==> config.mk <==
export PLATFORM = sky130hd
export DESIGN_NAME = fetch_unit_flat
export DESIGN_NICKNAME = d
export VERILOG_FILES = /design/src/rtl/cpu_pkg.sv /design/src/rtl/fetch_unit_if.sv /design/src/rtl/branch_resolver.sv /design/src/rtl/fetch_unit.sv /design/src/flat_wrapper.sv
export SDC_FILE = /design/constraint.sdc
export NUM_CORES = 1
export LEC_CHECK = 0
export CORE_UTILIZATION = 40
export CTS_CLUSTER_DIAMETER = 120
export DETAILED_ROUTE_END_ITERATION = 12
export GPL_ROUTABILITY_DRIVEN = 0
export PLACE_DENSITY = 0.76
export SYNTH_ARGS = -nofsm -noshare
export SYNTH_HDL_FRONTEND = slang
export SYNTH_SLANG_ARGS = --single-unit
==> constraint.sdc <==
create_clock -name clk -period 4.2 [get_ports clk]
set_input_delay 0.84 -clock clk [delete_from_list [all_inputs] [get_ports clk]]
set_output_delay 0.84 -clock clk [all_outputs]
set_load 0.05 [all_outputs]
==> src/rtl/cpu_pkg.sv <==
// Shared definitions for the 16-bit CPU: branch-condition encodings,
// instruction field positions, the default NOP opcode and the fetch FSM states.
package cpu_pkg;

    typedef enum logic [1:0] {
        BR_ALWAYS = 2'b00,
        BR_Z      = 2'b01,
        BR_N      = 2'b10,
        BR_NEVER  = 2'b11
    } br_cond_e;

    typedef enum logic [1:0] {
        FS_BOOT,
        FS_RUN,
        FS_STALL,
        FS_REFILL
    } fetch_state_e;

    localparam logic [4:0] NOP_OPCODE = 5'b11111;

    localparam int unsigned OPC_LSB   = 0;
    localparam int unsigned OPC_MSB   = 4;
    localparam int unsigned RX_LSB    = 5;
    localparam int unsigned RX_MSB    = 7;
    localparam int unsigned IMM8_LSB  = 8;
    localparam int unsigned IMM8_MSB  = 15;
    localparam int unsigned IMM11_LSB = 5;
    localparam int unsigned IMM11_MSB = 15;

    // imm11 counts halfwords; the byte offset is the sign-extended field times two.
    function automatic logic [15:0] imm11_offset(input logic [10:0] imm11);
        return {{4{imm11[10]}}, imm11, 1'b0};
    endfunction

endpackage

==> src/rtl/fetch_unit_if.sv <==
// Bus between the fetch stage and its neighbours: decoder controls,
// ALU/register operands, instruction-memory port and the fetch-stage outputs.
interface fetch_unit_if;

    logic        fetch;
    logic        busy;
    logic        pc_enable;
    logic        BrSrc;
    logic [1:0]  BrCond;
    logic        NZ;
    logic [15:0] alu_result;
    logic [15:0] rx_data;
    logic [15:0] mem_rdata;

    logic [15:0] imem_addr;
    logic [15:0] instr;
    logic [4:0]  opcode;
    logic        instr_valid;
    logic [15:0] pc;
    logic [15:0] pc_plus2;
    logic        flag_n;
    logic        flag_z;
    logic        br_taken;

    modport master (
        input  fetch, busy, pc_enable, BrSrc, BrCond, NZ,
               alu_result, rx_data, mem_rdata,
        output imem_addr, instr, opcode, instr_valid, pc, pc_plus2,
               flag_n, flag_z, br_taken
    );

    modport slave (
        output fetch, busy, pc_enable, BrSrc, BrCond, NZ,
               alu_result, rx_data, mem_rdata,
        input  imem_addr, instr, opcode, instr_valid, pc, pc_plus2,
               flag_n, flag_z, br_taken
    );

endinterface

==> src/rtl/branch_resolver.sv <==
// Combinational branch resolution: evaluates the jump condition against the
// registered flags and selects the next PC (sequential, PC-relative or register).
module branch_resolver (
    input  logic [15:0] pc_plus2,
    input  logic [10:0] imm11,
    input  logic [15:0] rx_data,
    input  logic        pc_enable,
    input  logic        br_src,
    input  logic [1:0]  br_cond,
    input  logic        flag_n,
    input  logic        flag_z,
    output logic        taken,
    output logic [15:0] next_pc
);
    import cpu_pkg::*;

    logic cond_met;

    always_comb begin
        cond_met = 1'b0;
        case (br_cond_e'(br_cond))
            BR_ALWAYS: cond_met = 1'b1;
            BR_Z:      cond_met = flag_z;
            BR_N:      cond_met = flag_n;
            BR_NEVER:  cond_met = 1'b0;
            default:   cond_met = 1'b0;
        endcase

        taken   = pc_enable && cond_met;
        next_pc = pc_plus2;
        if (taken) begin
            // Register targets are forced halfword-aligned.
            next_pc = br_src ? (pc_plus2 + imm11_offset(imm11))
                             : (rx_data & 16'hFFFE);
        end
    end

endmodule

==> src/rtl/fetch_unit.sv <==
// Instruction-fetch / PC stage: owns PC, IR and N/Z flags, drives the
// instruction-memory address and stalls across decoder-driven ld/st.
module fetch_unit #(
    parameter logic [15:0] RESET_PC   = 16'h0000,
    parameter logic [4:0]  NOP_OPCODE = cpu_pkg::NOP_OPCODE
) (
    input  logic         clk,
    input  logic         reset,
    fetch_unit_if.master bus
);
    import cpu_pkg::*;

    fetch_state_e state_q, state_d;
    logic [15:0]  pc_q, pc_d;
    logic [15:0]  ir_q, ir_d;
    logic         flag_n_q, flag_n_d;
    logic         flag_z_q, flag_z_d;

    logic [15:0]  pc_plus2;
    logic [15:0]  next_pc;
    logic [15:0]  imem_addr;
    logic [15:0]  instr;
    logic         instr_valid;
    logic         retire;
    logic         taken;

    assign pc_plus2 = pc_q + 16'd2;
    assign retire   = (state_q == FS_RUN) && bus.fetch && !bus.busy;

    branch_resolver u_branch_resolver (
        .pc_plus2 (pc_plus2),
        .imm11    (instr[IMM11_MSB:IMM11_LSB]),
        .rx_data  (bus.rx_data),
        .pc_enable(bus.pc_enable),
        .br_src   (bus.BrSrc),
        .br_cond  (bus.BrCond),
        .flag_n   (flag_n_q),
        .flag_z   (flag_z_q),
        .taken    (taken),
        .next_pc  (next_pc)
    );

    always_ff @(posedge clk or posedge reset) begin
        if (reset) begin
            state_q  <= FS_BOOT;
            pc_q     <= RESET_PC;
            ir_q     <= '0;
            flag_n_q <= 1'b0;
            flag_z_q <= 1'b0;
        end else begin
            state_q  <= state_d;
            pc_q     <= pc_d;
            ir_q     <= ir_d;
            flag_n_q <= flag_n_d;
            flag_z_q <= flag_z_d;
        end
    end

    always_comb begin
        state_d     = state_q;
        pc_d        = pc_q;
        ir_d        = ir_q;
        flag_n_d    = flag_n_q;
        flag_z_d    = flag_z_q;
        imem_addr   = pc_q;
        instr       = bus.mem_rdata;
        instr_valid = 1'b0;

        case (state_q)
            FS_BOOT: begin
                state_d = FS_RUN;
            end

            FS_RUN: begin
                instr_valid = 1'b1;
                // Addressing next_pc directly avoids a bubble on taken jumps.
                if (retire) begin
                    imem_addr = next_pc;
                    pc_d      = next_pc;
                    if (bus.NZ) begin
                        flag_z_d = (bus.alu_result == 16'h0000);
                        flag_n_d = bus.alu_result[15];
                    end
                end
                if (bus.busy) begin
                    ir_d    = bus.mem_rdata;
                    state_d = FS_STALL;
                end
            end

            FS_STALL: begin
                instr       = ir_q;
                instr_valid = 1'b1;
                if (!bus.busy) begin
                    pc_d      = pc_plus2;
                    imem_addr = pc_plus2;
                    state_d   = FS_REFILL;
                end
            end

            FS_REFILL: begin
                state_d = FS_RUN;
            end

            default: begin
                state_d = FS_BOOT;
            end
        endcase
    end

    assign bus.imem_addr   = imem_addr;
    assign bus.instr       = instr;
    assign bus.instr_valid = instr_valid;
    assign bus.opcode      = instr_valid ? instr[OPC_MSB:OPC_LSB] : NOP_OPCODE;
    assign bus.pc          = pc_q;
    assign bus.pc_plus2    = pc_plus2;
    assign bus.flag_n      = flag_n_q;
    assign bus.flag_z      = flag_z_q;
    assign bus.br_taken    = taken && retire;

endmodule

==> src/flat_wrapper.sv <==
// flat-port wrapper written by rule: the top's interface ports become plain ports
module fetch_unit_flat import cpu_pkg::*;
#(
    parameter logic [15:0] RESET_PC   = 16'h0000,
    parameter logic [4:0]  NOP_OPCODE = cpu_pkg::NOP_OPCODE
)
  (clk, reset, bus_fetch, bus_busy, bus_pc_enable, bus_BrSrc, bus_BrCond, bus_NZ, bus_alu_result, bus_rx_data, bus_mem_rdata, bus_imem_addr, bus_instr, bus_opcode, bus_instr_valid, bus_pc, bus_pc_plus2, bus_flag_n, bus_flag_z, bus_br_taken);
  fetch_unit_if bus_i ();
  input  logic clk;
  input  logic reset;
  input wire logic [$bits(bus_i.fetch)-1:0] bus_fetch;
  input wire logic [$bits(bus_i.busy)-1:0] bus_busy;
  input wire logic [$bits(bus_i.pc_enable)-1:0] bus_pc_enable;
  input wire logic [$bits(bus_i.BrSrc)-1:0] bus_BrSrc;
  input wire logic [$bits(bus_i.BrCond)-1:0] bus_BrCond;
  input wire logic [$bits(bus_i.NZ)-1:0] bus_NZ;
  input wire logic [$bits(bus_i.alu_result)-1:0] bus_alu_result;
  input wire logic [$bits(bus_i.rx_data)-1:0] bus_rx_data;
  input wire logic [$bits(bus_i.mem_rdata)-1:0] bus_mem_rdata;
  output wire logic [$bits(bus_i.imem_addr)-1:0] bus_imem_addr;
  output wire logic [$bits(bus_i.instr)-1:0] bus_instr;
  output wire logic [$bits(bus_i.opcode)-1:0] bus_opcode;
  output wire logic [$bits(bus_i.instr_valid)-1:0] bus_instr_valid;
  output wire logic [$bits(bus_i.pc)-1:0] bus_pc;
  output wire logic [$bits(bus_i.pc_plus2)-1:0] bus_pc_plus2;
  output wire logic [$bits(bus_i.flag_n)-1:0] bus_flag_n;
  output wire logic [$bits(bus_i.flag_z)-1:0] bus_flag_z;
  output wire logic [$bits(bus_i.br_taken)-1:0] bus_br_taken;
  assign bus_i.fetch = bus_fetch;
  assign bus_i.busy = bus_busy;
  assign bus_i.pc_enable = bus_pc_enable;
  assign bus_i.BrSrc = bus_BrSrc;
  assign bus_i.BrCond = bus_BrCond;
  assign bus_i.NZ = bus_NZ;
  assign bus_i.alu_result = bus_alu_result;
  assign bus_i.rx_data = bus_rx_data;
  assign bus_i.mem_rdata = bus_mem_rdata;
  assign bus_imem_addr = bus_i.imem_addr;
  assign bus_instr = bus_i.instr;
  assign bus_opcode = bus_i.opcode;
  assign bus_instr_valid = bus_i.instr_valid;
  assign bus_pc = bus_i.pc;
  assign bus_pc_plus2 = bus_i.pc_plus2;
  assign bus_flag_n = bus_i.flag_n;
  assign bus_flag_z = bus_i.flag_z;
  assign bus_br_taken = bus_i.br_taken;
  fetch_unit #(.RESET_PC(RESET_PC), .NOP_OPCODE(NOP_OPCODE)) u_core (.clk(clk), .reset(reset), .bus(bus_i));
endmodule
---- After elaboration in Yosys (flattened, before gate mapping) ----
Cells that the tools add are included.
storage, ports and cells
  register bits ........................... 36
  input port bits ......................... 57
  output and inout port bits .............. 73
cells by class
  add/subtract/negate cells ............... 2
  eq/ne operators ......................... 8
  muxes and demuxes ....................... 12
  reduce and logical (&&, ||, !) cells .... 13
operators by type and width
  kind                                                             count
  16-bit 2-to-1 mux                                                5
  16-bit case mux with 2 select lines                              1
  16-bit adder                                                     1
  16-bit by 2-bit adder with 16-bit output, second input constant  1
  16-bit zero test                                                 1
  2-bit == test, second input constant                             4
  2-bit case mux with 3 select lines                               1
  5-bit 2-to-1 mux                                                 1
  2-bit by 1-bit == test with 1-bit output, second input constant  2
  1-bit logical AND                                                4
  2-bit zero test                                                  2
  2-bit 2-to-1 mux                                                 2
  2-bit != test, second input constant                             2
  1-bit case mux with 4 select lines                               1
  2-bit AND reduction                                              2
  2-bit OR reduction                                               2
  3-bit AND reduction                                              1
  1-bit zero test                                                  1
  1-bit 2-to-1 mux                                                 1

---- Logic depth before layout (Yosys ltp) ----
Gate-level depths: netlist (run 1).
  word-level depth ........................ 7
  gate-level depth with buffers ........... 13
  mapped depth without buffers ............ 12

---- Cells and area by module ----
From an unflattened synthesis (run 1), not the netlist that was laid out.
unflattened totals
  cells, all modules ...................... 378
  area, all modules ....................... 3,186.8 um^2
by module, submodules not included
  module           instances  cells an instance  area each (um^2)  seq. area each (um^2)
  fetch_unit       1          222                2,213.4           900.9
  branch_resolver  1          156                973.4             0.0

---- Least setup slack after synthesis (run 1) ----
Ideal clock, no wire load.
  kind .................................... reg2out
  from .................................... reg u_core.pc_q[3] (netlist: u_core.bus.pc[3])
  to ...................................... out bus_imem_addr[11]
  arrival ................................. 5,266 ps
  data required time ...................... 3,360 ps
  setup slack ............................. -1,906 ps
  stages on the path, launching flop included .. 11
  buffers on the path ..................... 0
  path through ............................ dfrtp_1 > and2_2 > nand4_1 > nor2_1 > xor2_1 > ha_1 > a2111o_1 > o2111a_1 > o21ai_0 > a31oi_1 > o41ai_1
on the way
  word-level cells in the longest chain between the ends .. 6
  elaborated cells between the ends (all ways) .. 7
  classes of those cells .................. add/sub (2); mux (5)
RTL lines
  item                                      line                   RTL
  from (decl)                               fetch_unit.sv:14       logic [15:0] pc_q, pc_d;
  from (signal assigned)                    fetch_unit.sv:52       pc_q <= pc_d;
  16-bit by 2-bit adder with 16-bit output  fetch_unit.sv:27       assign pc_plus2 = pc_q + 16'd2;
  net bus_pc_plus2[8]                       flat_wrapper.sv:25     output wire logic [$bits(bus_i.pc_plus2)-1:0] bus_pc_plus2;
  16-bit adder                              branch_resolver.sv:33  next_pc = br_src ? (pc_plus2 + imm11_offset(imm11))
  16-bit 2-to-1 mux                         branch_resolver.sv:33
  16-bit 2-to-1 mux                         branch_resolver.sv:31  if (taken) begin
  16-bit 2-to-1 mux                         fetch_unit.sv:77       if (retire) begin
  16-bit case mux with 2 select lines       fetch_unit.sv:69       case (state_q)
  to (decl)                                 flat_wrapper.sv:20     output wire logic [$bits(bus_i.imem_addr)-1:0] bus_imem_addr;
The timed path passes the listed nets, and every way through them passes these cells.

---- Worst setup path after layout (run 1) ----
  from .................................... in bus_mem_rdata[10]
  to ...................................... out bus_imem_addr[11]
on the way
  word-level cells in the longest chain between the ends .. 6
RTL lines
  item                                 line                   RTL
  from (decl)                          flat_wrapper.sv:19     input wire logic [$bits(bus_i.mem_rdata)-1:0] bus_mem_rdata;
  16-bit 2-to-1 mux                    fetch_unit.sv:69
  16-bit adder                         branch_resolver.sv:33
  16-bit 2-to-1 mux                    branch_resolver.sv:33
  16-bit 2-to-1 mux                    branch_resolver.sv:31
  16-bit 2-to-1 mux                    fetch_unit.sv:77
  16-bit case mux with 2 select lines  fetch_unit.sv:69
Every way passes these cells.

==> results of run 1 <==
==> how the worst max path moves through the flow <==
stage | from | end | cells past startpoint
2_1_floorplan | u_core.bus.pc[3] | bus_imem_addr[14] | 10
3_3_place_gp | bus_mem_rdata[5] | bus_imem_addr[15] | 14
3_5_place_dp | bus_mem_rdata[5] | bus_imem_addr[11] | 13
4_1_cts | bus_mem_rdata[10] | bus_imem_addr[11] | 9
5_1_grt | u_core.bus.pc[4] | bus_imem_addr[11] | 11
6_report | bus_mem_rdata[10] | bus_imem_addr[11] | 9
==> worst reg2reg max path, cell delays in order, from the launching register on <==
cell and delay [ns]:
dfrtp_2 0.38, and2_4 0.16, nand4_1 0.22, nor2_4 0.25, xor2_4 0.20, ha_4 0.22, a2111o_1 0.39, o2111a_2 0.29
o21ai_2 0.18, a31oi_4 0.11, o41ai_4 0.39
==> repair_timing <==
action                                  CTS  global route
resized for setup                        23            37
endpoints found under the setup margin    7             5
pin swaps                                10            14
buffers inserted                          6             7
==> final cells by class <==
type | instances | area share (%)
flip-flops and latches | 36 | 16.2
multi-input cells | 298 | 46.3
well taps | 102 | 2.27
clock inverters | 3 | 0.758
inverters | 18 | 1.20
clock buffers | 5 | 1.23
repair buffers | 178 | 32.0
==> registers in the layout, summed over array words and instances, names as in the netlist <==
| signal | flops |
|---|---|
| u_core.ir_q | 16 |
| u_core.bus.flag_z | 1 |
| u_core.state_q | 2 |
| u_core.bus.flag_n | 1 |
| u_core.bus.pc | 16 |
==> per-layer routing <==
metal	share of wire [%]	wire [um]
met5	0	0
met4	2.6	316
met3	7.7	922
met2	48	5800
met1	41	4980
==> power groups by stage <==
stage               logic (uW)  clock network (uW)  registers [uW]
global route              3140                 341             621
global placement          2700                   0             595
floorplan                 1670                   0             681
finish                    2990                 320             602
CTS                       2860                 327             594
detailed placement        2750                   0             605
==> per-stage QoR <==
step,power [uW],setup TNS (ns)
finish,3920,0
global route,4100,-0.0417
detailed placement,3360,-0.716
global placement,3290,-0.526
floorplan,2350,-0.926
CTS,3780,0
==> cell usage after synthesis (2+ instances only) <==
cell type	number
a22o_1	4
nor2b_1	3
xnor2_1	13
and3_1	7
a31oi_1	4
and4_1	2
nand3_1	8
nor4_1	6
o211ai_1	6
inv_1	18
a21oi_1	18
xor2_1	9
or3_1	2
mux2i_1	8
nand4_1	5
a21boi_0	3
nor2_1	26
nor3_1	8
buf_2	5
a22oi_1	4
o22ai_1	2
nand2_1	28
o21bai_1	3
mux2_2	33
o21a_1	4
a221oi_1	3
ha_1	18
a211oi_1	4
o21ai_1	2
a21o_1	6
clkbuf_1	11
and3b_1	2
nand2b_1	10
o21ai_0	28
dfrtp_1	36
==> logic make-up after synthesis <==
family / after synthesis
simple gates: 113
compound gates: 102
mux: 42
buf+inv: 37
flops: 36
xor+xnor: 22
fa+ha+maj: 19
==> results.cfg, run 1 <==
[synthesis]
yosys.area_share.adder_pct = 7.60
async_flop_share_pct = 100
synthMuxAreaShare_pct = 14.5
yosys.area_share.xor_xnor_pct = 5.97
avgSynthCellArea_um2 = 8.69
yosysTopAreaCellShare_pct = 27.9
synth.largest_area_cell = dfrtp_1
ys_seq_area_share_pct = 27.9
ys_seq_elements = 36
synth-simple-area-share_pct = 18.6
synth_top_family_by_area = compound AO/OA/AOI/OAI gates
synthesis.nets = 447
synth_enable_flop_cells = 0
ys.flop_type = dfrtp_1
synthTopCellsByArea = dfrtp_1 (28%), mux2_2 (12%), ha_1 (7.0%), o21ai_0 (4.3%), xnor2_1 (3.5%)
synth_compound_area_share_pct = 20.8
ys_warn_count = 0
netlist_area_mm2 = 0.00323
yosysUniqueCellTypes = 57
syn_inst = 371

[critical_path]
r2r_end = u_core.bus.pc[11]
worst-endpoint-required_ns = 3.36
path_cells = clkdlybuf4s50_1, mux2_4, ha_4, a2111o_1, o2111a_2, o21ai_2, a31oi_4, o41ai_4, buf_12
start_kind = input port
worstRegToRegCells = 10
r2r_slack_ns = 1.27
end_kind = primary output
arrival_ns = 3.31
crit_buf_inv = 2
critPathKind = in -> out
cpPeakStageDelay_ns = 0.41
path_delay_family = compound AO/OA/AOI/OAI gates
crit_fanout = 2
cp_slowest_cell = clkdlybuf4s50_1
reg2reg_from = u_core.bus.pc[4]

[global_route]
grt_use_total_pct = 28.1
overflow = 0
grt_max_degree = 27
first_global_vias = 3738
grt_util_met2_pct = 48.9
grt.met1_usage_pct = 34.7
antenna_found_initial = 0
busiest_layer = met2
grt_pass1_wl_um = 18600
grtUsageMet3_pct = 5.14

[floorplan]
dieArea_mm2 = 0.00843
die-height_um = 91.8
die_w_um = 91.8
io_pins = 130
start_util_pct = 41.5
num_rows = 32
core_area_mm2 = 0.00777

[run_status]
outcome = complete, no violations

[detailed_routing]
vias = 3754
first_iter_violations = 186
wl_per_cell_um = 18.8
ant_nets = 0
wirelength_um = 12000
drcViolationCount = 0
vias_per_cell = 5.87
dr.pass1.iters = 5

[final_layout]
multi_input_area_mm2 = 0.00260
final_common_cell = clkdlybuf4s50_1
mostFrequentLayoutCells = clkdlybuf4s50_1 (106), buf_4 (50), nand2_1 (28), mux2_2 (28), dfrtp_1 (28)
num_antenna_cells = 0
final_cell_count_no_fill = 640
syn_to_final_growth_pct = 74.0
final_core_util_pct = 72.3
final_area_mm2 = 0.00561
fillers = 569
final_nets = 613
seq_area_um2 = 911
layout-drive-gt1-share_pct = 32.5

[cts]
numCtsBuffers = 5
h-tree-depth = 2
clk_latency_ns = 0.30
cts_hold_buf = 0
cts_root_buffer = clkbuf_8
cts_sinks = 36
clkTransAtPathRegs_ns = 0.08
cts_tree = yes
cts_buffer_depth = 2

[sta]
max_slew.worst_pin.slew_ns = 1.12
post-route-min-period_ns = 4.15
slew_headroom_pct = 25.4
rsz0062_at_grt = yes
finalHoldViolCount = 0
fmax_mhz = 241
skew_ns = 0.0107
setup_viol = 0
fin_ws_ns = 0.0549
hold-worst-slack_ns = 0.511
finalMaxSlewViolations = 0
post-route-period-util_pct = 98.7

[power_and_ir_drop]
p_int_uw = 1900
leakage_uw = 0.00241
power_switching_uw = 2020
vdd_ir_drop_max_uv = 349
swShare_pct = 51.5
p_clk_share_pct = 8.2
power_frac_seq_pct = 15.4
p_comb_share_pct = 76.4
power.density_mw_per_mm2 = 698

[placed_design]
portBuffers = 128
place_inst = 619
post-place-ws_ns = -0.211
dpl.hpwl_um = 8910
placed_area_mm2 = 0.00517

[job]
maxCapViolCount = 0

[hold_path]
min_to = u_core.ir_q[13]
min_from = u_core.ir_q[13]
min_path_type = reg -> reg
worstHoldPathCells = 1
No activity file was read; power rests on OpenSTA's default activity.
==> run 2, diff against run 1 <==
--- a/config.mk
+++ b/config.mk
@@ -6,7 +6,7 @@
 export NUM_CORES = 1
 export LEC_CHECK = 0
 export CORE_UTILIZATION = 40
-export CTS_CLUSTER_DIAMETER = 120
+export CTS_CLUSTER_DIAMETER = 200
 export DETAILED_ROUTE_END_ITERATION = 12
 export GPL_ROUTABILITY_DRIVEN = 0
 export PLACE_DENSITY = 0.76
==> results of run 2 <==
Final layout, timing and power as in run 1 (identical DEF).
==> run 3, diff against run 2 <==
--- a/config.mk
+++ b/config.mk
@@ -5,11 +5,13 @@
 export SDC_FILE = /design/constraint.sdc
 export NUM_CORES = 1
 export LEC_CHECK = 0
+export CORE_MARGIN = 2
 export CORE_UTILIZATION = 40
-export CTS_CLUSTER_DIAMETER = 200
+export CTS_CLUSTER_DIAMETER = 50
 export DETAILED_ROUTE_END_ITERATION = 12
 export GPL_ROUTABILITY_DRIVEN = 0
 export PLACE_DENSITY = 0.76
+export SLEW_MARGIN = 30
 export SYNTH_ARGS = -nofsm -noshare
 export SYNTH_HDL_FRONTEND = slang
 export SYNTH_SLANG_ARGS = --single-unit
==> run 3 against run 2 <==
- the run now ends with negative setup slack left
- sequential cell count did not move
- register-to-register slack worse by 0.15 ns
- first-iteration DRC count grew 5.4%
- sequential share of layout area down 0.12 points
- global-route usage about the same
- via count up 0.64%
- power is 0.52% higher
- final cell count grew 0.63%
- combinational power grew 2%
- wire length up 2.7%
- largest cell class unchanged
- largest power group unchanged
- highest routed layer unchanged
==> results.cfg, run 3 (synthesized netlist as in run 1, its figures left out) <==
[global_route]
grt_use_total_pct = 28.1
overflow = 0
grt_max_degree = 22
first_global_vias = 3803
grt_pass1_wl_um = 19200
antenna_found_initial = 0

[floorplan]
start_util_pct = 41.5
core_area_mm2 = 0.00777
die-height_um = 93.8
dieArea_mm2 = 0.00880
num_rows = 32
io_pins = 130
die_w_um = 93.8

[critical_path]
critPathKind = in -> out
worst-endpoint-required_ns = 3.36
arrival_ns = 3.37
end_kind = primary output
crit_fanout = 5
start_kind = input port

[sta]
setup_viol = 1
post-route-min-period_ns = 4.21
hold-worst-slack_ns = 0.509
slew_headroom_pct = 48.0
fmax_mhz = 237
rsz0062_at_grt = yes
finalHoldViolCount = 0
post-route-period-util_pct = 100
fin_ws_ns = -0.0112
finalMaxSlewViolations = 0
skew_ns = 0.00570
max_slew.worst_pin.slew_ns = 0.779

[detailed_routing]
drcViolationCount = 0
first_iter_violations = 196
wl_per_cell_um = 19.2
wirelength_um = 12300
ant_nets = 0
vias_per_cell = 5.87
vias = 3778
dr.pass1.iters = 5

[hold_path]
min_path_type = reg -> reg

[final_layout]
layout-drive-gt1-share_pct = 33.4
syn_to_final_growth_pct = 75.6
fillers = 561
final_nets = 617
final_common_cell = clkdlybuf4s50_1
num_antenna_cells = 0
mostFrequentLayoutCells = clkdlybuf4s50_1 (107), buf_4 (52), nand2_1 (28), mux2_2 (28), dfrtp_1 (27)
final_cell_count_no_fill = 644

[cts]
cts_buffer_depth = 2
cts_tree = yes
h-tree-depth = 2
numCtsBuffers = 5
clkTransAtPathRegs_ns = 0.09
clk_latency_ns = 0.31
cts_root_buffer = clkbuf_8
cts_sinks = 36

[placed_design]
place_inst = 623
dpl.hpwl_um = 8880
portBuffers = 128
post-place-ws_ns = -0.254

[run_status]
outcome = finished with violations
violations = negative setup slack

[power_and_ir_drop]
p_clk_share_pct = 7.0
power.density_mw_per_mm2 = 695
leakage_uw = 0.00240
p_comb_share_pct = 77.7
power_frac_seq_pct = 15.4
p_int_uw = 1860
power_switching_uw = 2070
swShare_pct = 52.6
vdd_ir_drop_max_uv = 349

[job]
maxCapViolCount = 0
[run 3: per-stage QoR]
stage                     total power [uW]  util (%)  setup TNS [ns]  cell area [um2]
after floorplan                       2350         -          -0.926             3440
after global placement                3300      66.9          -0.729             5200
after detailed placement              3360      66.9           -1.09             5200
after CTS                             3780      70.9        -0.00581             5500
after global routing                  4120      72.9          -0.149             5660
final                                 3940      72.9         -0.0112             5660
[run 3: final timing paths]
path	from	endpoint	slack [ns]	cells after the start
min reg2reg	u_core.ir_q[4]	u_core.ir_q[4]	0.51	1
min in group asynchronous	reset	u_core.bus.pc[13]	0.90	2
max	bus_mem_rdata[10]	bus_imem_addr[11]	-0.01	11
max in group asynchronous	reset	u_core.bus.pc[10]	2.66	3
max reg2reg	u_core.bus.pc[4]	u_core.bus.pc[11]	1.12	12
min	u_core.ir_q[4]	u_core.ir_q[4]	0.51	1
[run 3: what timing repair did]
| action | CTS | global route |
|---|---|---|
| hold buffers | 0 | 0 |
| pin swaps | 12 | 13 |
| buffers inserted | 9 | 5 |
| gates resized for setup | 36 | 30 |
| setup endpoints to repair | 7 | 9 |
[run 3: power by group through the flow]
stage / combinational [uW] / clock (uW) / sequential (uW)
floorplan: 1670 / 0 / 681
global placement: 2720 / 0 / 588
detailed placement: 2760 / 0 / 596
CTS: 2920 / 273 / 590
global route: 3220 / 288 / 617
finish: 3060 / 275 / 605
[run 3: layout make-up]
type	instances	area [um2]	area share [%]
sequential	36	912	16.1
clock buffer	5	68.8	1.22
tap	102	128	2.25
timing repair buffer	182	1840	32.5
multi-input combinational	298	2630	46.4
inverter	18	67.6	1.19
clock inverter	3	18.8	0.331
[run 3: worst max-delay path: stages]
cell and delay (ns):
clkdlybuf4s50_1 0.43, mux2_4 0.31, ha_4 0.17, buf_4 0.14, o211ai_1 0.15, nand2_1 0.16
o2111a_2 0.22, o21ai_2 0.20, a31oi_4 0.12, o41ai_4 0.42, buf_12 0.19
[run 3: metal layers]
layer,track usage [%],vias to the layer above,part of all wire (%)
li1,-,1706,-
met1,35.7,1815,40
met2,48.3,219,49
met3,4.41,38,7.7
met4,10.0,0,2.9
met5,0,-,0
==> patch, RTL diff (config.mk and constraints of run 3) <==
Re-encode `fetch_state_e` (4 states) as one-hot, 4 bits wide.
--- a/src/rtl/cpu_pkg.sv
+++ b/src/rtl/cpu_pkg.sv
@@ -9,11 +9,11 @@
         BR_NEVER  = 2'b11
     } br_cond_e;
 
-    typedef enum logic [1:0] {
-        FS_BOOT,
-        FS_RUN,
-        FS_STALL,
-        FS_REFILL
+    typedef enum logic [3:0] {
+        FS_BOOT   = 4'b0001,
+        FS_RUN    = 4'b0010,
+        FS_STALL  = 4'b0100,
+        FS_REFILL = 4'b1000
     } fetch_state_e;
 
     localparam logic [4:0] NOP_OPCODE = 5'b11111;
Formal check against the unedited RTL: same outputs for any inputs over 4 cycles, from zero or initial values and one cycle with reset high; so few cycles prove little.
==> patch against run 3 <==
  * The run still ends with setup timing left
  * Total power grew 17%
  * Sequential cell count is 2 higher
  * Final cell count grew 1.1%
  * Setup slack worse by 490 ps
  * Non-clock buffer count up 34
  * Critical path type is now reg2out
  * Wire length up 6.1%
  * Synthesized area shrank 2.4%
  * First-iteration DRC count up 27%
  * Critical endpoint is now bus_imem_addr[14]
  * Combinational power is 19% higher
  * Clock power rose by 17%
  * Design area up 7.6%
==> patch: results (changes against run 3) <==
- Wire length on met3: 860 um (-9.7%)
- Met1 Routed Length: 5.16 mm (+4.1%)
- Mapped Nets: 416 (-6.9%)
- Filler instances: 484 (-14%)
- Placed Area: 5490 um2 (+5.7%)
- Overall routing resource usage: 28.6% (+0.48 points)
- Worst Tran Pin Value: 740 ps (-38.3 ps)
- Power Density: 754 nW/um2 (+8.5%)
- Final setup viols: 11 (+10)
- Final setup margin: -497 ps (-486 ps)
- Crit path max fanout: 6 (+1)
- Drt wl/cell: 20.1 um (+5.0%)
- Place WS: -316 ps (-62.7 ps)
- Fin cells: 651 (+1.1%)
- Post-synthesis mux area share: 14.6% (+0.15 points)
- Post-synthesis adder-cell area fraction: 6.99% (-0.61 points)
- Worst vdd ir: 0.627 mV (+80%)
- Distinct cells, synth: 65 (+14%)
- Number of global-route vias before repair: 3892 (+2.3%)
- Drt first pass iters: 4 (-1)
- Met1 Track Usage GR: 34.3% (-1.5 points)
- Share of the synthesized area in the top cell type: 29.4% (+1.5 points)
- M3 GR Usage: 6.59% (+2.2 points)
- Top post-synthesis cells by area: dfrtp_1 29%, mux2_2 9.3%, ha_1 6.4%
- Complex-gate fraction of the synthesized area: 18.4% (-2.4 points)
- Status: finished with violations
- Synth top cells by count: 37 x dfrtp_1, 26 x mux2_2, 18 x nand2_1
- First-pass GRT wire length: 19.4 mm (+0.72%)
- Setup tns final: -3210 ps (-3200 ps)
- GR Util met2: 51.4% (+3.1 points)
- Vias per inst: 5.71 (-2.6%)
- Largest net degree at the start of global routing: 23 (+4.5%)
- DP Wirelength: 9.02 mm (+1.6%)
- Crit path DAT: 3860 ps (+490 ps)
- Synth Area in XOR/XNOR: 6.67% (+0.70 points)
- WL met2: 6.81 mm (+12%)
- Failing checks: setup timing
- Share of layout cells above drive strength 1: 41.9% (+8.5 points)
- Clock Skews: 6.13 ps (+0.432 ps)
- Seq/Total Area, Yosys: 30.2% (+2.3 points)
-- patch: critical path, stage by stage (launching register included) --
cell and delay (ps):
dfrtp_1 400, or3b_4 410, nor2_4 200, buf_12 160, mux2_4 320, ha_4 300, buf_6 120, nand3_2 80
o211ai_1 400, a41oi_2 300, o21a_1 260, o2111a_1 270, o21ai_4 190, buf_12 160
-- patch: cells by family (layout without fill, tap and decap cells) --
group,Yosys count,count (layout)
AOI/OAI and AO/OA,86,86
xor gates and xnor gates,24,24
adders and majority gates,17,17
buffers and inverters,30,237
DFF,38,38
muxes,42,42
and+or+nand+nor,105,105
-- patch: layout make-up --
type / instances / area share, %
clock buffers: 5 / 1.13
inverters: 13 / 0.842
clock inverters: 3 / 0.657
flip-flops and latches: 38 / 15.9
well taps: 102 / 2.09
multi-input cells: 274 / 44.1
repair buffers: 216 / 35.3
-- patch: power by group --
group          internal (mW)  switching [mW]  total, mW
logic                   1.60            2.03       3.63
registers              0.529           0.113      0.642
clock network          0.175           0.146      0.322
-- patch: repair_timing --
action / 4_1_cts / 5_1_grt
endpoints found under the setup margin: 11 / 12
buffers inserted: 12 / 13
gates cloned: 1 / 0
pin swaps: 24 / 30
gates resized for setup: 43 / 20
-- patch: worst paths after layout --
kind / startpoint / end / slack (ps) / depth (start not counted)
min reg2reg: u_core.ir_q[10] / u_core.ir_q[10] / 500 / 1
min: u_core.ir_q[10] / u_core.ir_q[10] / 500 / 1
max in group asynchronous: reset / u_core.state_q[0] / 2390 / 3
max: u_core.state_q[1] / bus_imem_addr[14] / -500 / 13
max reg2reg: u_core.state_q[1] / u_core.bus.pc[14] / 620 / 13
min in group asynchronous: reset / u_core.ir_q[9] / 970 / 2
